--- src/rtl/tdc_pkg.sv ---
// Shared types for the TDC batch statistics engine.
// Holds the accumulator state encoding and readout word indices.
package tdc_pkg;

  typedef enum logic [1:0] {
    IDLE,
    ACQ,
    DONE
  } tdc_acc_state_t;

  localparam logic [2:0] RD_MEAN   = 3'd0;
  localparam logic [2:0] RD_SUM_LO = 3'd1;
  localparam logic [2:0] RD_SUM_HI = 3'd2;
  localparam logic [2:0] RD_MIN    = 3'd3;
  localparam logic [2:0] RD_MAX    = 3'd4;
  localparam logic [2:0] RD_WORDS  = 3'd5;

endpackage

--- src/rtl/tdc_hw_accum_if.sv ---
// Host-side control and byte-wide readout bundle.
// master: host (start, log2_n, rd_next out); slave: engine (status/readout out).
interface tdc_hw_accum_if;

  logic       start;
  logic [3:0] log2_n;
  logic       rd_next;
  logic       busy;
  logic       done;
  logic [2:0] rd_idx;
  logic [7:0] rd_data;

  modport master (
    output start, log2_n, rd_next,
    input  busy, done, rd_idx, rd_data
  );

  modport slave (
    input  start, log2_n, rd_next,
    output busy, done, rd_idx, rd_data
  );

endinterface

--- src/rtl/tdc_sync_edge.sv ---
// Synchronizer chain plus one-cycle rising-edge pulse for an async strobe.
// Ports: clk, rst_n, i_async (async level), o_pulse (1-cycle pulse).
module tdc_sync_edge #(
  parameter int N_SYNC = 2
) (
  input  logic clk,
  input  logic rst_n,
  input  logic i_async,
  output logic o_pulse
);

  logic [N_SYNC-1:0] r_sync;
  logic              r_last;

  always_ff @(posedge clk or negedge rst_n) begin
    if (!rst_n) begin
      r_sync <= '0;
      r_last <= 1'b0;
    end else begin
      r_sync <= {r_sync[N_SYNC-2:0], i_async};
      r_last <= r_sync[N_SYNC-1];
    end
  end

  assign o_pulse = r_sync[N_SYNC-1] & ~r_last;

endmodule

--- src/rtl/tdc_hw_accum.sv ---
// Batch sum/mean/min/max of TDC popcounts with byte-stepped readout.
// Ports: clk, rst_n, en, hw, hw_val (async strobe), host (slave modport).
module tdc_hw_accum
  import tdc_pkg::*;
#(
  parameter int HW_W         = 7,
  parameter int MAX_LOG2_AVG = 8,
  parameter int N_SYNC       = 2
) (
  input  logic            clk,
  input  logic            rst_n,
  input  logic            en,
  input  logic [HW_W-1:0] hw,
  input  logic            hw_val,
  tdc_hw_accum_if.slave   host
);

  localparam int         SUM_W = HW_W + MAX_LOG2_AVG;
  localparam int         CNT_W = MAX_LOG2_AVG + 1;
  localparam logic [3:0] L_MAX = 4'(MAX_LOG2_AVG);

  tdc_acc_state_t r_state, w_state_nxt;

  logic [SUM_W-1:0] r_sum, w_sum_nxt;
  logic [HW_W-1:0]  r_min, w_min_nxt;
  logic [HW_W-1:0]  r_max, w_max_nxt;
  logic [CNT_W-1:0] r_cnt, w_cnt_nxt;
  logic [CNT_W-1:0] w_cnt_end;
  logic [3:0]       r_l, w_l_nxt;
  logic [2:0]       r_rd_idx, w_idx_nxt;
  logic [7:0]       r_rd_data, w_word;
  logic [15:0]      w_sum16;
  logic [SUM_W-1:0] w_mean;
  logic             w_samp, w_go, w_acc, w_last;

  tdc_sync_edge #(.N_SYNC(N_SYNC)) u_sync (
    .clk     (clk),
    .rst_n   (rst_n),
    .i_async (hw_val),
    .o_pulse (w_samp)
  );

  // start always wins over a coincident sample
  assign w_go      = en & host.start;
  assign w_acc     = en & ~host.start & w_samp
                   & (r_state == ACQ);
  assign w_cnt_end = (CNT_W'(1) << r_l) - CNT_W'(1);
  assign w_last    = (r_cnt == w_cnt_end);

  always_comb begin
    w_state_nxt = r_state;
    if (!en) begin
      w_state_nxt = IDLE;
    end else if (host.start) begin
      w_state_nxt = ACQ;
    end else begin
      case (r_state)
        IDLE:    w_state_nxt = IDLE;
        ACQ:     if (w_acc && w_last) w_state_nxt = DONE;
        DONE:    w_state_nxt = DONE;
        default: w_state_nxt = IDLE;
      endcase
    end
  end

  always_comb begin
    w_sum_nxt = r_sum;
    w_min_nxt = r_min;
    w_max_nxt = r_max;
    w_cnt_nxt = r_cnt;
    w_l_nxt   = r_l;
    if (w_go) begin
      w_sum_nxt = '0;
      w_min_nxt = '1;
      w_max_nxt = '0;
      w_cnt_nxt = '0;
      w_l_nxt   = (host.log2_n > L_MAX) ? L_MAX
                                        : host.log2_n;
    end else if (w_acc) begin
      w_sum_nxt = r_sum + SUM_W'(hw);
      w_min_nxt = (hw < r_min) ? hw : r_min;
      w_max_nxt = (hw > r_max) ? hw : r_max;
      w_cnt_nxt = r_cnt + CNT_W'(1);
    end
  end

  // index only advances while staying in DONE
  always_comb begin
    w_idx_nxt = '0;
    if (r_state == DONE && w_state_nxt == DONE) begin
      w_idx_nxt = r_rd_idx;
      if (host.rd_next) begin
        w_idx_nxt = (r_rd_idx == RD_WORDS - 3'd1)
                  ? RD_MEAN : r_rd_idx + 3'd1;
      end
    end
  end

  // built from next-state values so word 0 is ready on DONE entry
  assign w_sum16 = 16'(w_sum_nxt);
  assign w_mean  = w_sum_nxt >> r_l;

  always_comb begin
    w_word = '0;
    unique case (1'b1)
      (w_idx_nxt == RD_MEAN):   w_word = 8'(w_mean);
      (w_idx_nxt == RD_SUM_LO): w_word = w_sum16[7:0];
      (w_idx_nxt == RD_SUM_HI): w_word = w_sum16[15:8];
      (w_idx_nxt == RD_MIN):    w_word = 8'(w_min_nxt);
      (w_idx_nxt == RD_MAX):    w_word = 8'(w_max_nxt);
      default:                  w_word = '0;
    endcase
  end

  always_ff @(posedge clk or negedge rst_n) begin
    if (!rst_n) begin
      r_state   <= IDLE;
      r_sum     <= '0;
      r_min     <= '1;
      r_max     <= '0;
      r_cnt     <= '0;
      r_l       <= '0;
      r_rd_idx  <= '0;
      r_rd_data <= '0;
    end else begin
      r_state   <= w_state_nxt;
      r_sum     <= w_sum_nxt;
      r_min     <= w_min_nxt;
      r_max     <= w_max_nxt;
      r_cnt     <= w_cnt_nxt;
      r_l       <= w_l_nxt;
      r_rd_idx  <= w_idx_nxt;
      r_rd_data <= (w_state_nxt == DONE) ? w_word : '0;
    end
  end

  assign host.busy    = (r_state == ACQ);
  assign host.done    = (r_state == DONE);
  assign host.rd_idx  = r_rd_idx;
  assign host.rd_data = r_rd_data;

endmodule

--- src/flat_wrapper.sv ---
// flat-port wrapper written by rule: the top's interface ports become plain ports
module tdc_hw_accum_flat import tdc_pkg::*;
#(
  parameter int HW_W         = 7,
  parameter int MAX_LOG2_AVG = 8,
  parameter int N_SYNC       = 2
)
  (clk, rst_n, en, hw, hw_val, host_start, host_log2_n, host_rd_next, host_busy, host_done, host_rd_idx, host_rd_data);
  tdc_hw_accum_if host_i ();
  input  logic clk;
  input  logic rst_n;
  input  logic en;
  input  logic [HW_W-1:0] hw;
  input  logic hw_val;
  input wire logic [$bits(host_i.start)-1:0] host_start;
  input wire logic [$bits(host_i.log2_n)-1:0] host_log2_n;
  input wire logic [$bits(host_i.rd_next)-1:0] host_rd_next;
  output wire logic [$bits(host_i.busy)-1:0] host_busy;
  output wire logic [$bits(host_i.done)-1:0] host_done;
  output wire logic [$bits(host_i.rd_idx)-1:0] host_rd_idx;
  output wire logic [$bits(host_i.rd_data)-1:0] host_rd_data;
  assign host_i.start = host_start;
  assign host_i.log2_n = host_log2_n;
  assign host_i.rd_next = host_rd_next;
  assign host_busy = host_i.busy;
  assign host_done = host_i.done;
  assign host_rd_idx = host_i.rd_idx;
  assign host_rd_data = host_i.rd_data;
  tdc_hw_accum #(.HW_W(HW_W), .MAX_LOG2_AVG(MAX_LOG2_AVG), .N_SYNC(N_SYNC)) u_core (.clk(clk), .rst_n(rst_n), .en(en), .hw(hw), .hw_val(hw_val), .host(host_i));
endmodule
--- config.mk ---
export PLATFORM = sky130hd
export DESIGN_NAME = tdc_hw_accum_flat
export DESIGN_NICKNAME = d
export VERILOG_FILES = /design/src/rtl/tdc_pkg.sv /design/src/rtl/tdc_hw_accum_if.sv /design/src/rtl/tdc_sync_edge.sv /design/src/rtl/tdc_hw_accum.sv /design/src/flat_wrapper.sv
export SDC_FILE = /design/constraint.sdc
export NUM_CORES = 1
export LEC_CHECK = 0
export BUFFER_PORTS_ARGS = -buffer_cell sky130_fd_sc_hd__buf_2
export CORE_MARGIN = 1
export CORE_UTILIZATION = 39
export CTS_CLUSTER_SIZE = 24
export DETAILED_ROUTE_END_ITERATION = 6
export GPL_ROUTABILITY_DRIVEN = 0
export GPL_TIMING_DRIVEN = 0
export SLEW_MARGIN = 5
export SYNTH_ARGS = -nofsm -noshare
export SYNTH_HDL_FRONTEND = slang
export SYNTH_SLANG_ARGS = --single-unit
--- constraint.sdc ---
create_clock -name clk -period 11.1 [get_ports clk]
set_input_delay 0 -clock clk [delete_from_list [all_inputs] [get_ports clk]]
set_output_delay 0 -clock clk [all_outputs]
set_load 0.02 [all_outputs]
-- Word-level counts from Yosys, hierarchy flattened
Index checks and enable logic that the tools add are counted.
W data, S select, Z words.
- flip-flop bits (word level): 58
- latch bits: 0
- bits in writable memories: 0
- bits in read-only memories: 0
- input bits: 17
- output and inout port bits: 13
- logic and storage cells: 59
- memories kept: 0
- add/subtract/negate cells: 4
- multipliers: 0
- divide/modulo/power cells: 0
- magnitude comparators: 3
- equality and inequality tests: 9
- shift operators: 2
- muxes and demuxes: 20
- bitwise operators: 7
- reductions and logical operators: 4
- operators by type and width (operator ; number):
    $mux W7 ; 6
    $pmux W8 S5 ; 1
    $mux W15 ; 2
    $mux W9 ; 2
    $add A15 B7 Y15 ; 1
    $shr A15 B4 Y8 ; 1
    $add A9 B1 Y9 const B ; 1
    $eq A9 B9 Y1 ; 1
    $mux W3 ; 3
    $shl A1 B4 Y9 const A ; 1
    $sub A9 B2 Y9 const B ; 1
    $mux W8 ; 1
    $gt A7 B7 Y1 ; 1
    $lt A7 B7 Y1 ; 1
    $eq A3 B2 Y1 const B ; 2
    $eq A3 B3 Y1 const B ; 2
    $mux W2 ; 3
    $and A1 B1 Y1 ; 5
    $eq A2 B2 Y1 const B ; 2
    $gt A4 B4 Y1 const B ; 1
    $mux W4 ; 1
    $pmux W2 S2 ; 1
    $add A3 B1 Y3 const B ; 1
    $eq A3 B1 Y1 const B ; 1
    5 further kinds ; 7

-- Depth between registers and ports, before layout
Gate-level depths: netlist of the first run.
- depth after elaboration: 15
- mapped depth: 15
- gate-level depth less buffers: 12

-- Hierarchy
From an unflattened synthesis of the first run, not the netlist that was laid out.
- cell total of the unflattened synthesis: 539
- area total of the unflattened synthesis: 4608.2 um2
- by module, submodules not included (module ; instances ; cells each ; area an instance (um2) ; sequential area each (um2)):
    tdc_hw_accum ; 1 ; 535 ; 4519.3 ; 1385.1
    tdc_sync_edge ; 1 ; 4 ; 88.8 ; 75.1

-- Worst setup path after synthesis of the first run
Ideal clock, no wire load.
- path kind: register to register
- start: register u_core.r_l[0]
- end: register u_core.r_rd_data[6] (netlist: u_core.host.rd_data[6])
- library setup time: 0.080 ns
- arrival time: 3.601 ns
- required time: 11.020 ns
- setup slack: 7.419 ns
- cell stages (with the launch flop): 16
- path buffers: 3
- clock period less this slack: 3.681 ns
- path through: dfrtp_1 clkbuf_1 inv_1 clkbuf_1 nor2_1 nand2_1 ha_1 buf_1 xnor2_1 xnor2_1 nor4_2 o2111ai_2 a21o_1 or4b_4 or4_1 o211ai_2
- cells in the longest elaborated chain, start to end: 14
- elaborated cells on any way between the ends: 19
- classes of those cells: add/sub: 1; eq/ne: 6; shift: 2; mux: 7; reduce/logical: 3
- RTL lines (what ; RTL line ; RTL):
    start: declaration ; tdc_hw_accum.sv:29 ; logic [3:0] r_l, w_l_nxt;
    start signal: assignment ; tdc_hw_accum.sv:131 ; r_l <= w_l_nxt;
    $shl A1 B4 Y9 ; tdc_hw_accum.sv:47 ; assign w_cnt_end = (CNT_W'(1) << r_l) - CNT_W'(1);
    $sub A9 B2 Y9 ; tdc_hw_accum.sv:47 ;
    $eq A9 B9 Y1 ; tdc_hw_accum.sv:48 ; assign w_last = (r_cnt == w_cnt_end);
    $logic_and A1 B1 Y1 ; tdc_hw_accum.sv:59 ; ACQ: if (w_acc && w_last) w_state_nxt = DONE;
    $mux W2 ; tdc_hw_accum.sv:59 ;
    $pmux W2 S2 ; tdc_hw_accum.sv:57 ; case (r_state)
    $mux W2 ; tdc_hw_accum.sv:54 ; end else if (host.start) begin
    $mux W2 ; tdc_hw_accum.sv:52 ; if (!en) begin
    $eq A2 B2 Y1 ; tdc_hw_accum.sv:90, tdc_hw_accum.sv:133 ;
    $logic_and A1 B1 Y1 ; tdc_hw_accum.sv:90 ; if (r_state == DONE && w_state_nxt == DONE) begin
    $mux W3 ; tdc_hw_accum.sv:90 ;
    $eq A3 B3 Y1 (tied with other cells) ; tdc_hw_accum.sv:110 ; (w_idx_nxt == RD_MAX): w_word = 8'(w_max_nxt);
    $pmux W8 S5 ; tdc_hw_accum.sv:105 ; unique case (1'b1)
    $mux W8 (*) ; tdc_hw_accum.sv:133 ; r_rd_data <= (w_state_nxt == DONE) ? w_word : '0;
    end signal: assignment ; tdc_hw_accum.sv:133 ;
    end: declaration ; tdc_hw_accum.sv:31 ; logic [7:0] r_rd_data, w_word;
Mark *: on every way between the ends. The rest lies on a longest branch, timed or not.
A chain may end at the register's enable or synchronous reset.

-- Worst setup path in the final report of the first run
- start: register u_core.r_l[0]
- end: register u_core.r_rd_data[2] (netlist: u_core.host.rd_data[2])
Same word-level chain as after synthesis.

==> results.json, run 1 <==
{
  "status": "completed",
  "ant_nets": 0,
  "drc": 0,
  "drt_iter0_drc": 473,
  "cts_sinks": 58,
  "drive_gt1_share_pct": 12.8,
  "cts_tree": "yes",
  "finalMaxSlewViolations": 0,
  "crit_type": "reg -> reg",
  "max_slew_margin_pct": 27.3,
  "die_h_um": 111,
  "drtPass1Iterations": 6,
  "ys_types": 77,
  "gr-total-overflow": 0,
  "setup_tns_ns": 0,
  "cpMaxStageDelayCell": "or4b_4",
  "period_needed_ns": 4.72,
  "routed_wl_mm": 14.1,
  "period_share_pct": 42.5,
  "yosys.area.top_type": "dfrtp_1",
  "ir_drop_mv": 0.0746,
  "dp.final_hpwl_mm": 10.5,
  "vias_per_cell": 6.06,
  "antenna_cells": 0,
  "startpoint_type": "flip-flop",
  "grt_max_degree": 31,
  "arrival_ns": 4.98,
  "dieArea_mm2": 0.0122,
  "synthCells": 548,
  "async_reset_ff_share_pct": 100,
  "leakagePower_nw": 2.40,
  "rows": 39,
  "clk_pin_slew_ns": 0.06,
  "cp_num_buf_inv": 4,
  "r2r-start": "u_core.r_l[0]",
  "power_density_mw_per_mm2": 128,
  "nets": 639,
  "grt_pass1_vias": 4347,
  "cap_violations": 0,
  "core_mm2": 0.0115,
  "finalHoldViolations": 0,
  "ys_seq_area_share_pct": 31.8,
  "clockBufferDepth": 2,
  "cp-end-kind": "flip-flop",
  "path_max_fanout": 10,
  "worst_pin_slew_ns": 1.07,
  "dp.cells": 721,
  "clockRootBuffer": "clkbuf_16",
  "stdcell_count": 743,
  "fmax_mhz": 212,
  "fin_skew_ns": 0.00565,
  "grt.total_usage_pct": 23.7,
  "postSynthAreaPerCell_um2": 8.39,
  "slowest_delay_ns": 0.58,
  "synthTopCellsByArea": "dfrtp_1 (28%), ha_1 (7.1%), nand2_1 (4.6%)",
  "cpLargestDelayFamily": "compound AO/OA/AOI/OAI gates",
  "crit_chain": "clkbuf_1, inv_1, clkbuf_1, nor2_1, nand2_1, ha_1, buf_1, xnor2_1, xnor2_1, nor4_2, o2111ai_2, a21o_1, or4b_4, a2111oi_0, a2111o_1",
  "yosysTopAreaCellShare_pct": 27.8,
  "required_ns": 11.36,
  "via_count": 4499,
  "critPathLaunch": "u_core.r_l[0]",
  "syn-num-nets": 592,
  "cts_buffers": 9,
  "yosysMostFrequentCell": "nand2_1",
  "grt_pass1_wl_mm": 23.0,
  "syn_to_final_growth_pct": 16.5,
  "worstHoldStart": "hw[2]",
  "hold_path.class": "in -> reg",
  "synthTopCellsByCount": "nand2_1 (56), dfrtp_1 (51), nor2_1 (44)",
  "post_drt_wl_per_cell_um": 19.0,
  "synthFlopType": "dfrtp_1",
  "reg2reg_slack_ns": 6.38,
  "rsz0062_at_grt": "false",
  "initial_core_util_pct": 40.1,
  "antenna_found_initial": 0,
  "setup_viol": 0,
  "portBuffers": 29,
  "clk_latency_ns": 0.34,
  "post_cts.repair.setup_buffers": 0,
  "htree_levels": 3,
  "io_pins": 30,
  "ys_seq_elements": 58,
  "synth_edf_count": 0,
  "synth_area_mm2": 0.00460,
  "dieWidth_um": 111,
  "yosys_warnings": 0
}
## layout by cell type, fill, tap and decap left out, drive strengths merged, types with 8 or more instances in the layout
cell / n
nor3: 16
nor2: 44
inv: 34
nand2: 56
dfrtp: 51
xnor2: 10
ha: 26
o211ai: 9
nor4: 13
o31ai: 11
o21ai: 29
buf: 40
mux2i: 16
clkbuf: 30
nand2b: 8
a21oi: 32
nand3: 22
## layout make-up
| type | instances | area [um^2] |
|---|---|---|
| inverters | 35 | 131 |
| plain buffers | 30 | 131 |
| well taps | 143 | 179 |
| fillers | 1087 | 6110 |
| multi-input cells | 425 | 2870 |
| flip-flops and latches | 58 | 1460 |
| repair buffers | 36 | 225 |
| clock buffers | 10 | 239 |
| clock inverters | 6 | 114 |
## through the flow
stage	setup WS, ns	cell area (um^2)	total power, W	utilization, %	hold slack (ns)
2_1_floorplan	7.42	4600	0.000315	-	-0.296
3_3_place_gp	6.64	4920	0.000350	42.9	0.108
3_5_place_dp	6.55	4940	0.000353	43.1	0.0839
4_1_cts	6.50	5350	0.000688	46.7	0.00836
5_1_grt	6.24	5350	0.000712	46.7	0.0361
6_report	6.38	5350	0.000686	46.7	0.0118
## state kept, by name, indices dropped and copies added (netlist names)
register	count
u_core.r_sum	15
u_core.r_cnt	9
u_core.host.rd_data	8
u_core.r_max	7
u_core.r_min	7
u_core.r_l	4
u_core.host.rd_idx	3
u_core.r_state	2
u_core.u_sync.r_sync	2
u_core.u_sync.r_last	1
## kinds of logic (layout without fill, tap and decap cells)
family / count (synthesis) / count (layout) / synth area share [%]
AND/OR/NAND/NOR: 199 / 199 / 21.7
AO/OA/AOI/OAI: 163 / 163 / 25.3
buffers and inverters: 65 / 117 / 5.72
flip-flops: 58 / 58 / 31.8
adder cells (fa/ha/maj): 27 / 27 / 7.51
multiplexers: 20 / 20 / 4.95
XOR/XNOR: 16 / 16 / 3.05
## worst paths after layout
path                                           end  cells past startpoint
max                         u_core.host.rd_data[2]                     15
max reg2reg                 u_core.host.rd_data[2]                     15
max in group asynchronous          u_core.r_min[0]                      3
min                                u_core.r_max[2]                      3
min reg2reg                u_core.u_sync.r_sync[1]                      0
min in group asynchronous    u_core.host.rd_idx[0]                      2
## layer usage
layer | global-route usage, % | up-vias | wire length [um]
met2 | 37.0 | 182 | 6220
met1 | 31.9 | 2131 | 6380
li1 | - | 2134 | -
met3 | 4.83 | 52 | 949
met4 | 10.1 | 0 | 532
met5 | 0 | - | 0
## timing repair
item | 4_1_cts | 5_1_grt
hold endpoints to repair | 33 | 0
hold buffers | 6 | 0
gates resized for setup | 0 | 0
## report_power, final
group          internal [W]  switching [W]  leakage [nW]  total [W]
clock network      0.000226       0.000106         0.165   0.000331
logic             0.0000486      0.0000843          1.46   0.000133
registers          0.000218     0.00000423         0.772   0.000222
total              0.000492       0.000194          2.40   0.000686
## tightest hold or removal path, stage by stage
cell,delay [ns]
buf_2,0.14
nand2_1,0.06
o31ai_1,0.08
(Power assumes the default switching activity.)
==> run 2, diff against run 1 <==
==> constraint.sdc (replaced) <==
create_clock -name clk -period 4.5 [get_ports clk]
set_input_delay 0 -clock clk [delete_from_list [all_inputs] [get_ports clk]]
set_output_delay 0 -clock clk [all_outputs]
set_load 0.02 [all_outputs]
==> results.json, run 2 (synthesis gave the netlist of run 1 again) <==
{
  "crit_type": "reg -> reg",
  "cts_tree": "yes",
  "fmax_mhz": 226,
  "r2r-end": "u_core.host.rd_data[2]",
  "power_density_mw_per_mm2": 316,
  "routed_wl_mm": 14.0,
  "final_area_mm2": 0.00535,
  "nets": 637,
  "final_core_util_pct": 46.7,
  "clk_latency_ns": 0.34,
  "cp-end-kind": "flip-flop",
  "reg2reg_depth": 14,
  "required_ns": 4.76,
  "cap_violations": 0,
  "final_common_cell": "nand2_1",
  "gr-total-overflow": 0,
  "status": "completed",
  "clockRootBuffer": "clkbuf_16",
  "antenna_found_initial": 0,
  "r2r-start": "u_core.r_l[2]",
  "drc": 0,
  "setup_viol": 0,
  "layout_common_cells": "nand2_1 (56), dfrtp_1 (50), nor2_1 (44)",
  "grt_max_degree": 31,
  "dp.final_hpwl_mm": 10.5,
  "dp.cells": 721,
  "cts_buffers": 9,
  "via_count": 4509,
  "drt_iter0_drc": 518,
  "holdPathStages": 3,
  "worst_pin_slew_ns": 0.787,
  "worstHoldStart": "hw[2]",
  "dieWidth_um": 111,
  "drtPass1Iterations": 6,
  "cpMaxStageDelayCell": "or4b_4",
  "reg2reg_slack_ns": 0.08,
  "cpLargestDelayFamily": "compound AO/OA/AOI/OAI gates",
  "fin_skew_ns": 0.00624,
  "io_pins": 30,
  "period_share_pct": 98.3,
  "cts_sinks": 58,
  "cp_num_buf_inv": 3,
  "path_max_fanout": 10,
  "drive_gt1_share_pct": 13.4,
  "slowest_delay_ns": 0.58,
  "grt_pass1_wl_mm": 23.0,
  "rsz0062_at_grt": "false",
  "grt_pass1_vias": 4326,
  "period_needed_ns": 4.42,
  "post_cts.repair.setup_buffers": 0,
  "clk_pin_slew_ns": 0.06,
  "htree_levels": 3,
  "whs_endpoint": "u_core.r_max[2]",
  "largest_reg_flops": 15,
  "placed_cell_area_mm2": 0.00494,
  "ant_nets": 0,
  "top_register": "u_core.r_sum",
  "die_h_um": 111,
  "clockBufferDepth": 2,
  "startpoint_type": "flip-flop",
  "rows": 39,
  "dieArea_mm2": 0.0122,
  "setup_tns_ns": 0,
  "portBuffers": 29,
  "fillCellCount": 1084,
  "hold_path.class": "in -> reg",
  "crit_top_cell": "xnor2_1",
  "arrival_ns": 4.68,
  "grt.total_usage_pct": 23.7,
  "finalMaxSlewViolations": 0,
  "antenna_cells": 0,
  "finalHoldViolations": 0,
  "max_slew_margin_pct": 47.4,
  "crit_chain": "buf_2, clkbuf_1, nor2_1, nand2_1, ha_1, buf_1, xnor2_1, xnor2_1, nor4_2, o2111ai_2, a21o_1, or4b_4, a2111oi_0, a2111o_1",
  "ir_drop_mv": 0.184,
  "syn_to_final_growth_pct": 16.5,
  "core_mm2": 0.0115,
  "post_drt_wl_per_cell_um": 18.9,
  "stdcell_count": 741,
  "initial_core_util_pct": 40.1,
  "vias_per_cell": 6.09,
  "leakagePower_nw": 2.40
}
## run 2: changes by cell type in the layout (fill, tap and decap cells not counted), sizes merged
cell	change
clkbuf	-2
## run 2: cell type report
cell class | count | area [um^2] | area share (%)
plain buffers | 28 | 125 | 2.34
flip-flops and latches | 58 | 1460 | 27.3
repair buffers | 36 | 225 | 4.21
multi-input cells | 425 | 2880 | 53.8
clock inverters | 6 | 114 | 2.13
well taps | 143 | 179 | 3.34
inverters | 35 | 131 | 2.45
clock buffers | 10 | 239 | 4.46
## run 2: tightest hold or removal path, cell delays in order
cell	delay (ns)
buf_2	0.14
nand2_1	0.06
o31ai_1	0.08
## run 2: report_power, final
group          total (W)  switching, W  internal (W)  leakage [nW]
clock network   0.000816      0.000260      0.000556         0.165
registers       0.000551     0.0000138      0.000537         0.771
logic           0.000323      0.000204      0.000119          1.47
total            0.00169      0.000477       0.00121          2.40
## run 2: worst max-delay path by stage
stage	startpoint	endpoint	slack, ns	depth (start not counted)
2_1_floorplan	u_core.r_l[0]	u_core.host.rd_data[6]	0.82	15
3_3_place_gp	u_core.r_l[0]	u_core.host.rd_data[6]	0.04	15
3_5_place_dp	u_core.r_l[0]	u_core.host.rd_data[2]	-0.05	15
4_1_cts	u_core.r_l[3]	u_core.host.rd_data[2]	0.17	14
5_1_grt	u_core.r_l[1]	u_core.host.rd_data[2]	0.01	14
6_report	u_core.r_l[2]	u_core.host.rd_data[2]	0.08	14
## run 2: layer usage
metal / global-route usage, % / routed length (um) / vias to the layer above
met1: 32.1 / 6400 / 2162
met3: 4.50 / 900 / 38
li1: - / - / 2134
met5: 0 / 0 / -
met4: 9.51 / 410 / 0
met2: 37.3 / 6310 / 175
## run 2: timing repair
item | 4_1_cts | 5_1_grt
gates cloned | 0 | 0
endpoints found under the hold margin | 33 | 0
endpoints found under the setup margin | 5 | 7
resized for setup | 0 | 4
hold buffers | 6 | 0
## run 2: through the flow
step	hold WS [ns]	worst slack, ns	power [W]
global placement	0.108	0.0415	0.000864
floorplan	-0.296	0.819	0.000777
global route	0.0361	0.0101	0.00175
finish	0.0136	0.0758	0.00169
CTS	0.00836	0.165	0.00170
detailed placement	0.0839	-0.0484	0.000871
